[src/rtl/mom_tile_scheduler_if.sv]
// mom_tile_scheduler_if: request, result-tag and frame-status signals of the tile scheduler
//   start/busy/done/err           frame control and status
//   req_valid/req_ready/req_*     tile request handshake to the pixel fetcher
//   dp_valid                      datapath result strobe, one per issued tile
//   out_valid/out_row/out_col     output coordinates for the current result
interface mom_tile_scheduler_if #(
  parameter int ROW_W = 9,
  parameter int COL_W = 10
);
  logic start;
  logic busy;
  logic done;
  logic err;
  logic req_valid;
  logic req_ready;
  logic [ROW_W-1:0] req_row;
  logic [COL_W-1:0] req_col;
  logic dp_valid;
  logic out_valid;
  logic [ROW_W-1:0] out_row;
  logic [COL_W-1:0] out_col;
  modport master (
    input  start, req_ready, dp_valid,
    output busy, done, err, req_valid, req_row, req_col, out_valid, out_row, out_col
  );
  modport slave (
    output start, req_ready, dp_valid,
    input  busy, done, err, req_valid, req_row, req_col, out_valid, out_row, out_col
  );
endinterface

[src/rtl/mom_tile_scheduler.sv]
// mom_tile_scheduler: walks the frame in 5x14 tiles, issues tile coordinates and tags returned results
//   clk, rst  clock and synchronous active-high reset
//   bus       mom_tile_scheduler_if master: start/busy/done/err, req_* handshake, dp_valid, out_*
module mom_tile_scheduler #(
  parameter int IMG_W = 638,
  parameter int IMG_H = 482,
  parameter int DEPTH = 4,
  parameter int ROW_W = 9,
  parameter int COL_W = 10
) (
  input logic clk,
  input logic rst,
  mom_tile_scheduler_if.master bus
);
  localparam int TPB = (IMG_W - 2) / 12;
  localparam int BANDS = (IMG_H - 2) / 3;
  localparam int TOTAL = BANDS * TPB;
  localparam int AW = $clog2(DEPTH);
  localparam logic [1:0] IDLE = 2'd0;
  localparam logic [1:0] ISSUE = 2'd1;
  localparam logic [1:0] DRAIN = 2'd2;
  logic [1:0] state;
  logic [ROW_W-1:0] row;
  logic [COL_W-1:0] col;
  logic [AW:0] cnt;
  logic [AW-1:0] wp, rp;
  logic [13:0] issued, retired;
  logic [ROW_W-1:0] tag_row [DEPTH];
  logic [COL_W-1:0] tag_col [DEPTH];
  logic xfer, pop, last_pop, go, wrap;
  assign bus.req_valid = state == ISSUE && cnt < (AW+1)'(DEPTH);
  assign bus.req_row = row;
  assign bus.req_col = col;
  assign bus.busy = state != IDLE;
  assign xfer = bus.req_valid & bus.req_ready;
  assign pop = bus.dp_valid && cnt != '0;
  assign last_pop = pop && state == DRAIN && retired == 14'(TOTAL - 1);
  assign go = state == IDLE && bus.start;
  assign wrap = col == COL_W'(13);
  always_ff @(posedge clk) begin
    if (rst) begin
      state <= IDLE;
      row <= '0;
      col <= '0;
      cnt <= '0;
      wp <= '0;
      rp <= '0;
      issued <= '0;
      retired <= '0;
      bus.out_valid <= 1'b0;
      bus.out_row <= '0;
      bus.out_col <= '0;
      bus.done <= 1'b0;
      bus.err <= 1'b0;
    end else begin
      bus.out_valid <= pop;
      bus.done <= last_pop;
      cnt <= cnt + (AW+1)'(xfer) - (AW+1)'(pop);
      if (pop) begin
        bus.out_row <= tag_row[rp];
        bus.out_col <= tag_col[rp];
        rp <= rp + 1'b1;
        retired <= retired + 14'd1;
      end
      if (xfer) begin
        wp <= wp + 1'b1;
        issued <= issued + 14'd1;
        row <= wrap ? row + ROW_W'(3) : row;
        col <= wrap ? COL_W'(IMG_W - 1) : col - COL_W'(12);
      end
      if (go) begin
        state <= ISSUE;
        row <= '0;
        col <= COL_W'(IMG_W - 1);
        cnt <= '0;
        wp <= '0;
        rp <= '0;
        issued <= '0;
        retired <= '0;
        bus.err <= 1'b0;
      end else begin
        bus.err <= bus.err | (bus.dp_valid && cnt == '0);
        if (xfer && issued == 14'(TOTAL - 1)) state <= DRAIN;
        if (last_pop) state <= IDLE;
      end
    end
  end
  always_ff @(posedge clk) begin
    if (!rst && xfer) begin
      tag_row[wp] <= row;
      tag_col[wp] <= col - COL_W'(2);
    end
  end
endmodule

[src/flat_wrapper.sv]
// flat-port wrapper written by rule: the top's interface ports become plain ports
module mom_tile_scheduler_flat 
#(
  parameter int IMG_W = 638,
  parameter int IMG_H = 482,
  parameter int DEPTH = 4,
  parameter int ROW_W = 9,
  parameter int COL_W = 10
)
  (clk, rst, bus_start, bus_req_ready, bus_dp_valid, bus_busy, bus_done, bus_err, bus_req_valid, bus_req_row, bus_req_col, bus_out_valid, bus_out_row, bus_out_col);
  mom_tile_scheduler_if #(.ROW_W(ROW_W), .COL_W(COL_W)) bus_i ();
  input logic clk;
  input logic rst;
  input wire logic [$bits(bus_i.start)-1:0] bus_start;
  input wire logic [$bits(bus_i.req_ready)-1:0] bus_req_ready;
  input wire logic [$bits(bus_i.dp_valid)-1:0] bus_dp_valid;
  output wire logic [$bits(bus_i.busy)-1:0] bus_busy;
  output wire logic [$bits(bus_i.done)-1:0] bus_done;
  output wire logic [$bits(bus_i.err)-1:0] bus_err;
  output wire logic [$bits(bus_i.req_valid)-1:0] bus_req_valid;
  output wire logic [$bits(bus_i.req_row)-1:0] bus_req_row;
  output wire logic [$bits(bus_i.req_col)-1:0] bus_req_col;
  output wire logic [$bits(bus_i.out_valid)-1:0] bus_out_valid;
  output wire logic [$bits(bus_i.out_row)-1:0] bus_out_row;
  output wire logic [$bits(bus_i.out_col)-1:0] bus_out_col;
  assign bus_i.start = bus_start;
  assign bus_i.req_ready = bus_req_ready;
  assign bus_i.dp_valid = bus_dp_valid;
  assign bus_busy = bus_i.busy;
  assign bus_done = bus_i.done;
  assign bus_err = bus_i.err;
  assign bus_req_valid = bus_i.req_valid;
  assign bus_req_row = bus_i.req_row;
  assign bus_req_col = bus_i.req_col;
  assign bus_out_valid = bus_i.out_valid;
  assign bus_out_row = bus_i.out_row;
  assign bus_out_col = bus_i.out_col;
  mom_tile_scheduler #(.IMG_W(IMG_W), .IMG_H(IMG_H), .DEPTH(DEPTH), .ROW_W(ROW_W), .COL_W(COL_W)) u_core (.clk(clk), .rst(rst), .bus(bus_i));
endmodule
[config.mk]
export PLATFORM = sky130hd
export DESIGN_NAME = mom_tile_scheduler_flat
export DESIGN_NICKNAME = d
export VERILOG_FILES = /design/src/rtl/mom_tile_scheduler_if.sv /design/src/rtl/mom_tile_scheduler.sv /design/src/flat_wrapper.sv
export SDC_FILE = /design/constraint.sdc
export NUM_CORES = 1
export LEC_CHECK = 0
export ABC_CLOCK_PERIOD_IN_PS = 2800
export CORE_AREA = 3 3 105 132
export CTS_BUF_LIST = sky130_fd_sc_hd__clkbuf_4 sky130_fd_sc_hd__clkbuf_8 sky130_fd_sc_hd__clkbuf_16
export DETAILED_ROUTE_END_ITERATION = 8
export DIE_AREA = 0 0 108 135
export GPL_TIMING_DRIVEN = 0
export MAX_ROUTING_LAYER = met4
export PLACE_DENSITY_LB_ADDON = 0.2
export SETUP_SLACK_MARGIN = 0.5
export SYNTH_ARGS = -nofsm -noshare
export SYNTH_HDL_FRONTEND = slang
export SYNTH_SLANG_ARGS = --single-unit
[constraint.sdc]
create_clock -name clk -period 2.8 [get_ports clk]
set_input_delay 0.28 -clock clk [delete_from_list [all_inputs] [get_ports clk]]
set_output_delay 0.28 -clock clk [all_outputs]
set_load 0.02 [all_outputs]
# [Word-level counts from Yosys, hierarchy flattened]
# Memories as Yosys holds them, arrays and structs flattened. A register that Yosys moved wholly into a read port is not among the register bits.
# Index checks and enable logic that the tools add are counted.
[op_classes] addsub=9 n_mul=0 div=0 n_lt_le_gt_ge=1 n_eq_ne=5 n_shift=0 muxes=8 n_bitwise=2 reduce_logical=18
[op_table] cell="10-bit 2-to-1 mux" count=3
[op_table] cell="14-bit by 1-bit adder with 14-bit output, second input constant" count=2
[op_table] cell="14-bit equality test, second input constant" count=2
[op_table] cell="10-bit by 4-bit equality test with 1-bit output, second input constant" count=1
[op_table] cell="10-bit by 2-bit subtractor with 10-bit output, second input constant" count=1
[op_table] cell="10-bit by 4-bit subtractor with 10-bit output, second input constant" count=1
[op_table] cell="9-bit by 2-bit adder with 9-bit output, second input constant" count=1
[op_table] cell="1-bit logical AND" count=8
[op_table] cell="3-bit nonzero test" count=2
[op_table] cell="1-bit 2-to-1 mux" count=5
[op_table] cell="2-bit by 1-bit adder with 2-bit output, second input constant" count=2
[op_table] cell="2-bit nonzero test" count=2
[op_table] cell="3-bit by 1-bit adder with 3-bit output" count=1
[op_table] cell="3-bit logical NOT" count=1
[op_table] cell="3-bit < comparator, second input constant" count=1
[op_table] cell="3-bit OR reduction" count=1
[op_table] cell="3-bit by 1-bit subtractor with 3-bit output" count=1
[op_table] cell="2-bit by 1-bit equality test with 1-bit output, second input constant" count=1
[op_table] cell="2-bit equality test, second input constant" count=1
[op_table] cell="2-bit logical NOT" count=1
[op_table] cell="2-bit AND reduction" count=1
[op_table] cell="2-bit OR reduction" count=1
[op_table] cell="1-bit bitwise AND" count=1
[op_table] cell="1-bit logical NOT" count=1
[op_table] cell="1-bit bitwise OR" count=1
[totals] register_bits=59 latch_bits=0 ram_bits=76 romBits=0 input_bits=5 output_inout_bits=43 wordCells=58 n_memories=2
[memory_table] memory="u_core.tag_col" words=4 word_bits=10 read_ports=1 rd_ports_with_merged_regs=1 write_ports=1 line_no="mom_tile_scheduler.sv:29" text="logic [COL_W-1:0] tag_col [DEPTH];"
[memory_table] memory="u_core.tag_row" words=4 word_bits=9 read_ports=1 rd_ports_with_merged_regs=1 write_ports=1 line_no="mom_tile_scheduler.sv:28" text="logic [ROW_W-1:0] tag_row [DEPTH];"

# [Depth between registers and ports, before layout]
# Gate-level depths: netlist of run 1.
[depth] ltp_word=7 ltp_mapped=10 mapped_depth_nobuf=9

# [Worst setup path after synthesis of run 1]
# No wires, ideal clock.
[synth_path] kind="register to register" start="register u_core.cnt[1]" end="register u_core.cnt[2]" setup_time_ps=128 t_arrival_ps=2573 t_required_ps=2672 setup_slack_ps=99 stages_incl_launch_ff=11 path_buffers=1 synth_period_minus_slack_ps=2701 cell_sequence="dfxtp_1 > o31ai_1 > inv_2 > clkbuf_1 > ha_1 > inv_1 > ha_1 > fa_1 > xnor2_1 > xnor2_1 > nor2_1"
[synth_between] elab_cells_between_ends=7 cone_classes="2 x add/sub; 1 x order compare; 1 x bitwise; 3 x reduce/logical"
[synth_lines] element="start: declaration" line_no="mom_tile_scheduler.sv:25" text="logic [AW:0] cnt;"
[synth_lines] element="start signal: assignment" line_no="mom_tile_scheduler.sv:58" text="cnt <= cnt + (AW+1)'(xfer) - (AW+1)'(pop);"
[synth_lines] element="3-bit nonzero test" line_no="mom_tile_scheduler.sv:36" text="assign pop = bus.dp_valid && cnt != '0;"
[synth_lines] element="1-bit logical AND" line_no="mom_tile_scheduler.sv:36"
[synth_lines] element="via u_core.pop" line_no="mom_tile_scheduler.sv:30" text="logic xfer, pop, last_pop, go, wrap;"
[synth_lines] element="3-bit by 1-bit subtractor with 3-bit output" line_no="mom_tile_scheduler.sv:58"
# The timed path passes the listed nets, and every way through them passes these cells.
# A chain may end at the register's enable or synchronous reset.

# [Worst setup path in the final report of run 1]
[layout_path] start="register u_core.col[5] (netlist: u_core.bus.req_col[5])" end="register u_core.row[6] (netlist: u_core.bus.req_row[6])"
[layout_between] elab_chain_cells=2
[layout_lines] element="start: declaration" line_no="mom_tile_scheduler.sv:24" text="logic [COL_W-1:0] col;"
[layout_lines] element="start signal: assignment" line_no="mom_tile_scheduler.sv:69" text="col <= wrap ? COL_W'(IMG_W - 1) : col - COL_W'(12);"
[layout_lines] element="start signal: assignment" line_no="mom_tile_scheduler.sv:74" text="col <= COL_W'(IMG_W - 1);"
[layout_lines] element="10-bit by 4-bit equality test with 1-bit output" line_no="mom_tile_scheduler.sv:39" text="assign wrap = col == COL_W'(13);"
[layout_lines] element="2-bit AND reduction (no line)"
[layout_lines] element="end signal: assignment" line_no="mom_tile_scheduler.sv:68" text="row <= wrap ? row + ROW_W'(3) : row;"
[layout_lines] element="end: declaration" line_no="mom_tile_scheduler.sv:23" text="logic [ROW_W-1:0] row;"
# No other way between the ends.

==> results.cfg, run 1 <==
[clock_network]
cts_tree = done
cts.hold.buffers_added = 0
clk_pin_slew_ns = 0.06
cts_root_buf = clkbuf_16
cts_sinks = 154
cts.htree.levels = 4
clk_latency_ns = 0.42
numCtsBuffers = 17
clock_path_buffers = 2

[final_layout]
nets = 609
final_util_pct = 60.4
fillerInstances = 1027
antennaDiodeCount = 0
area_growth_pct = 22.5
drive_above_1_share_pct = 14.9
final_cells = 772

[min_path]
hold_path.class = flip-flop to flip-flop

[placed_design]
dp_slack_ns = 0.00207
dp_hpwl_um = 8780
gp_congestion = 0.869
placed_cells = 735
port_buffers = 47

[timing]
period_needed_ns = 2.24
max_freq_mhz = 446
rsz0062_at_grt = true
setup_ws_ns = 0.558
final-setup-viol-count = 0
hold_violations = 0
slew_viol_final = 0
fin_skew_ns = 0.00751
whs_ns = 0.452
worst_slew_pin_slew_ns = 0.859
relSlewSlack_pct = 42.7
period_share_pct = 80.1

[drt]
routed_wirelength_um = 12800
drcViolationCount = 0
num_vias = 4183
post_drt_wl_per_cell_um = 16.5
vias_per_cell = 5.42
drtAntennaViolNets = 0
drtIter0Drc = 283
dr.pass1.iters = 4

[logic_synthesis]
synthAdderAreaFrac_pct = 2.71
synth_cells = 520
synth_area_mm2 = 0.00627
synth-seq-cells = 154
ys.warnings.count = 0
avgSynthCellArea_um2 = 12.1
synthesis.nets = 538
async_flop_share_pct = 0
synthTopCellsByArea = edfxtp_1 (36%), dfxtp_1 (25%), mux4_2 (6.8%)
seq_area_frac_synth_pct = 61.3
synth_edf_count = 76
yosys.area.top_type_share_pct = 36.4
synth_top_family_by_area = simple AND/OR/NAND/NOR gates
synth_top_cell_by_area = edfxtp_1
synth_cell_type_count = 42
synth_compound_area_share_pct = 6.14
synthMuxAreaShare_pct = 6.82
synth-xor-area-share_pct = 5.17
synth_ff_type = dfxtp_1
yosys.area_share.simple_pct = 15.2

[global_routing]
track_usage_pct = 19.6
antenna_found_initial = 0
grt_start_max_net_pins = 20
grt_pass1_wl_um = 21500
grt_pass1_vias = 4280
grt-ovfl-total = 0

[worst_setup_path]
worstPathMaxFanout = 8
worstPathArrival_ns = 2.58
worstSetupStartpointType = flip-flop
cp.required_ns = 3.14
end_kind = flip-flop
crit_type = flip-flop to flip-flop

[floorplan]
die_h_um = 135
start_util_pct = 49.3
die_x_um = 108
rows = 46
ioPinCount = 48
dieArea_mm2 = 0.0146
core-area_mm2 = 0.0127

[status]
status = finished, final reports clean

[power]
peakVddDrop_uv = 456
power.leakage_nw = 2.54
power.total_w = 0.00599
power_density_mw_per_mm2 = 779

[run]
cap_viol_max_count = 0
## cells by family (layout without fill, tap and decap cells)
group | Yosys count | count (layout)
buffers and inverters | 42 | 126
AOI/OAI and AO/OA | 68 | 68
DFF | 154 | 154
and+or+nand+nor | 187 | 187
xor gates and xnor gates | 37 | 37
muxes | 19 | 19
adders and majority gates | 13 | 13
## worst paths after layout
check | cells after the start | from | slack, ns | endpoint
setup reg to reg | 6 | u_core.bus.req_col[5] | 0.56 | u_core.bus.req_row[6]
hold reg to reg | 2 | u_core.bus.out_row[2] | 0.45 | u_core.bus.out_row[2]
setup / recovery | 6 | u_core.bus.req_col[5] | 0.56 | u_core.bus.req_row[6]
hold / removal | 2 | u_core.bus.out_row[2] | 0.45 | u_core.bus.out_row[2]
## area by class of cell
type	instances	area [um^2]	area share (%)
repair buffers	52	508	6.61
well taps	168	210	2.74
flip-flops and latches	154	3850	50.1
clock buffers	19	447	5.81
plain buffers	22	121	1.58
inverters	20	77.6	1.01
multi-input cells	324	2340	30.4
clock inverters	13	131	1.71
## what timing repair did
action	in CTS	in global routing
setup buffers	2	3
pin swaps	4	5
endpoints found under the setup margin	118	80
gates resized for setup	15	7
## state kept, by name, indices dropped and copies added (netlist names)
register              flops
u_core.bus.req_row        9
u_core.tag_row           36
u_core.bus.out_row        9
u_core.issued            14
u_core.state              2
u_core.bus.out_valid      1
u_core.rp                 2
u_core.cnt                3
u_core.tag_col           40
u_core.bus.req_col       10
u_core.bus.err            1
u_core.retired           14
u_core.bus.out_col       10
u_core.bus.done           1
u_core.wp                 2
## where the power goes
part / switching (W) / internal (W)
Sequential: 0.000103 / 0.00253
Combinational: 0.000626 / 0.000512
Clock: 0.000934 / 0.00128
Total: 0.00166 / 0.00432
## synthesized netlist by cell type, types with 3 or more instances
| library cell | instances |
|---|---|
| or3_1 | 7 |
| or4_1 | 9 |
| edfxtp_1 | 76 |
| nor2_1 | 39 |
| a21oi_1 | 45 |
| xor2_1 | 17 |
| nand3_1 | 12 |
| and2_1 | 7 |
| ha_1 | 12 |
| clkbuf_1 | 15 |
| o31ai_1 | 6 |
| xnor2_1 | 20 |
| nand4bb_1 | 4 |
| nor4_1 | 8 |
| dfxtp_1 | 78 |
| o211ai_1 | 3 |
| and4_1 | 3 |
| mux4_2 | 19 |
| buf_1 | 3 |
| nand2_1 | 60 |
| or2_2 | 5 |
| nor3_1 | 12 |
| inv_1 | 19 |
| buf_2 | 3 |
| o21ai_0 | 7 |
| nand2b_1 | 3 |
| nand4_1 | 8 |
## cell usage in the layout, fill, tap and decap left out, drive strengths merged, types with 2 or more instances in the layout
| cell type | n |
|---|---|
| buf | 12 |
| xor2 | 17 |
| a211oi | 2 |
| o211ai | 3 |
| nand2 | 60 |
| dfxtp | 78 |
| nor2 | 39 |
| o21ai | 7 |
| nand2b | 3 |
| or4 | 10 |
| and4 | 3 |
| ha | 12 |
| clkinv | 4 |
| nor4 | 8 |
| nand4bb | 4 |
| xnor2 | 20 |
| clkbuf | 34 |
| or3 | 7 |
| edfxtp | 76 |
| nor4b | 2 |
| nor3b | 2 |
| inv | 28 |
| nand3 | 12 |
| o41ai | 2 |
| nor3 | 12 |
| a21oi | 45 |
| and2 | 7 |
| clkdlybuf4s50 | 47 |
| mux4 | 19 |
| and3 | 2 |
| o31ai | 6 |
| or2 | 5 |
| nand4 | 8 |
## layer usage
layer	wire length, um	global-route usage, %	vias to the layer above
met5	0	-	-
met4	211	6.46	0
met3	622	4.64	20
met2	6610	32.4	98
met1	5330	23.8	2021
li1	-	-	2044
## critical path, stage by stage (launching register included)
cell and delay (ns):
dfxtp_2 0.32, buf_6 0.13, or4_4 0.51, or4_4 0.43, buf_6 0.15, or4_1 0.50
a21oi_1 0.13
## metrics by stage
step	cell area, um^2	setup TNS (ns)
floorplan	6310	0
global placement	6990	-0.0122
detailed placement	6990	0
CTS	7640	0
global route	7680	0
finish	7680	0
No activity file was read; power rests on OpenSTA's default activity.
==> run 2: changes to the inputs <==
- ABC_CLOCK_PERIOD_IN_PS: 2800 -> 1900
- clock period: 2.8 -> 1.9 ns (I/O delays scaled with it)
==> run 2 against run 1 <==
Compared with the run above: the flow now finishes with violations (setup timing); fmax decreased by 1.7%; worst setup slack got worse by 0.94 ns; sequential cell count unchanged; total power increased by 76%; count of clock-buffer cells in the layout increased by 2; routed wire length increased by 69%; global-route usage increased by 8.3 points; clock skew increased by 0.0036 ns; first-iteration DRC count increased by 53%; non-clock buffer count increased by 90; hold slack got worse by 0.16 ns; critical endpoint is now u_core.cnt[2].
==> results.cfg, run 2 (synthesis results as in run 1) <==
[status]
status = complete, but fails checks
violations = setup timing

[final_layout]
area_growth_pct = 62.4
nets = 699
final_cells = 862
drive_above_1_share_pct = 54.3
final_cell_mix = edfxtp_1 (76), dfxtp_1 (42), buf_6 (35)
fillerInstances = 626
antennaDiodeCount = 0
regArea_mm2 = 0.00392
layout_commonest_cell = edfxtp_1
multi_input_area_mm2 = 0.00330
reg_top3 = u_core.tag_col (40), u_core.tag_row (36)
largest_register_ffs = 40
largest_register = u_core.tag_col

[floorplan]
die_x_um = 108
rows = 46
start_util_pct = 49.3
ioPinCount = 48
core-area_mm2 = 0.0127
dieArea_mm2 = 0.0146
die_h_um = 135

[power]
peakVddDrop_uv = 744
power_density_mw_per_mm2 = 1040
power.leakage_nw = 3.59

[global_routing]
grt_pass1_vias = 5120
grt_start_max_net_pins = 17
grt-ovfl-total = 0
grt_pass1_wl_um = 29000
track_usage_pct = 27.9
antenna_found_initial = 0

[placed_design]
dp_hpwl_um = 9180
gp_congestion = 0.881
dp_slack_ns = -0.759
port_buffers = 47
placed_cells = 735

[clock_network]
clock_path_buffers = 2
cts.htree.levels = 4
numCtsBuffers = 17
clk_latency_ns = 0.44
clk_pin_slew_ns = 0.07
cts.hold.buffers_added = 0
cts_sinks = 154
cts_root_buf = clkbuf_16
cts_tree = done

[timing]
final-setup-viol-count = 99
whs_ns = 0.291
fin_skew_ns = 0.0111
worst_slew_pin_slew_ns = 1.02
period_needed_ns = 2.28
max_freq_mhz = 438
hold_violations = 0
fin_setup_tns_ns = -23.42
relSlewSlack_pct = 32.0
slew_viol_final = 0
period_share_pct = 120
rsz0062_at_grt = true
setup_ws_ns = -0.381

[worst_setup_path]
cp_slowest_cell = o31ai_4
cp.required_ns = 2.23
path_cells = o31ai_4 -> inv_4 -> clkbuf_16 -> ha_4 -> inv_2 -> ha_4 -> fa_2 -> xnor2_2 -> xnor2_1 -> nor2_1
worstPathArrival_ns = 2.61
worstPathMaxFanout = 2
crit_buf_inv = 3
crit_type = flip-flop to flip-flop
worstSetupStartpointType = flip-flop
end_kind = flip-flop
crit_family = adder cells
cp_common_cell = ha_4
cp_slowest_stage_delay_ns = 0.38

[min_path]
hold_path.class = input port to flip-flop

[drt]
drtAntennaViolNets = 0
num_vias = 5163
vias_per_cell = 5.99
drtIter0Drc = 434
drcViolationCount = 0
dr.pass1.iters = 5
post_drt_wl_per_cell_um = 25.0
routed_wirelength_um = 21500

[run]
cap_viol_max_count = 0
run 2: changes by cell type in the layout (fill, tap and decap cells not counted), sizes merged:
cell | previous run | this run
buf | 12 | 102
clkdlybuf4s50 | 47 | 4
dlygate4sd2 | 0 | 23
clkdlybuf4s15 | 0 | 14
clkbuf | 34 | 41
inv | 28 | 21
clkinvlp | 0 | 3
clkinv | 4 | 6
dlymetal6s2s | 0 | 1
run 2: stage by stage:
stage | total power (W) | area (um^2) | utilization [%]
6_report | 0.0106 | 10200 | 80.1
5_1_grt | 0.0109 | 10200 | 80.1
4_1_cts | 0.00949 | 9280 | 73.0
3_5_place_dp | 0.00565 | 7180 | 56.5
3_3_place_gp | 0.00560 | 7180 | 56.5
2_1_floorplan | 0.00508 | 6500 | -
run 2: what timing repair did:
| action | 4_1_cts | 5_1_grt |
|---|---|---|
| resized for setup | 236 | 191 |
| endpoints found under the setup margin | 216 | 188 |
| gates cloned | 10 | 2 |
| setup buffers | 66 | 17 |
| pin swaps | 42 | 70 |
run 2: worst paths after layout:
path                                end  slack, ns                  start  cells after the start
setup / recovery          u_core.cnt[2]      -0.38          u_core.cnt[1]                     10
setup reg to reg          u_core.cnt[2]      -0.38          u_core.cnt[1]                     10
hold reg to reg   u_core.bus.out_row[0]       0.47  u_core.bus.out_row[0]                      2
hold / removal           u_core.bus.err       0.29           bus_dp_valid                      3
run 2: worst min-delay path: cells and delay by family:
kind	cells	cell delay, ns
buf+inv	1	0.25
compound gates	1	0.16
simple gates	1	0.09
run 2: cell type report:
type / instances / share of cell area [%]
Buffer: 22 / 3.66
Clock buffer: 21 / 4.60
Clock inverter: 11 / 0.934
Inverter: 20 / 0.811
Multi-Input combinational cell: 324 / 32.4
Sequential cell: 154 / 38.5
Tap cell: 168 / 2.06
Timing Repair Buffer: 142 / 17.1
run 2: metal layers:
metal | global-route usage [%] | vias up | routed length, um
met4 | 12.1 | 0 | 951
met2 | 48.9 | 249 | 12000
met1 | 30.9 | 2605 | 7530
met5 | - | - | 0
met3 | 5.26 | 81 | 1110
li1 | - | 2228 | -
run 2: power breakdown:
group | total [W] | switching, W | internal (W)
Combinational | 0.00325 | 0.00161 | 0.00165
Sequential | 0.00396 | 0.000227 | 0.00374
Clock | 0.00334 | 0.00144 | 0.00189
Total | 0.0106 | 0.00328 | 0.00728
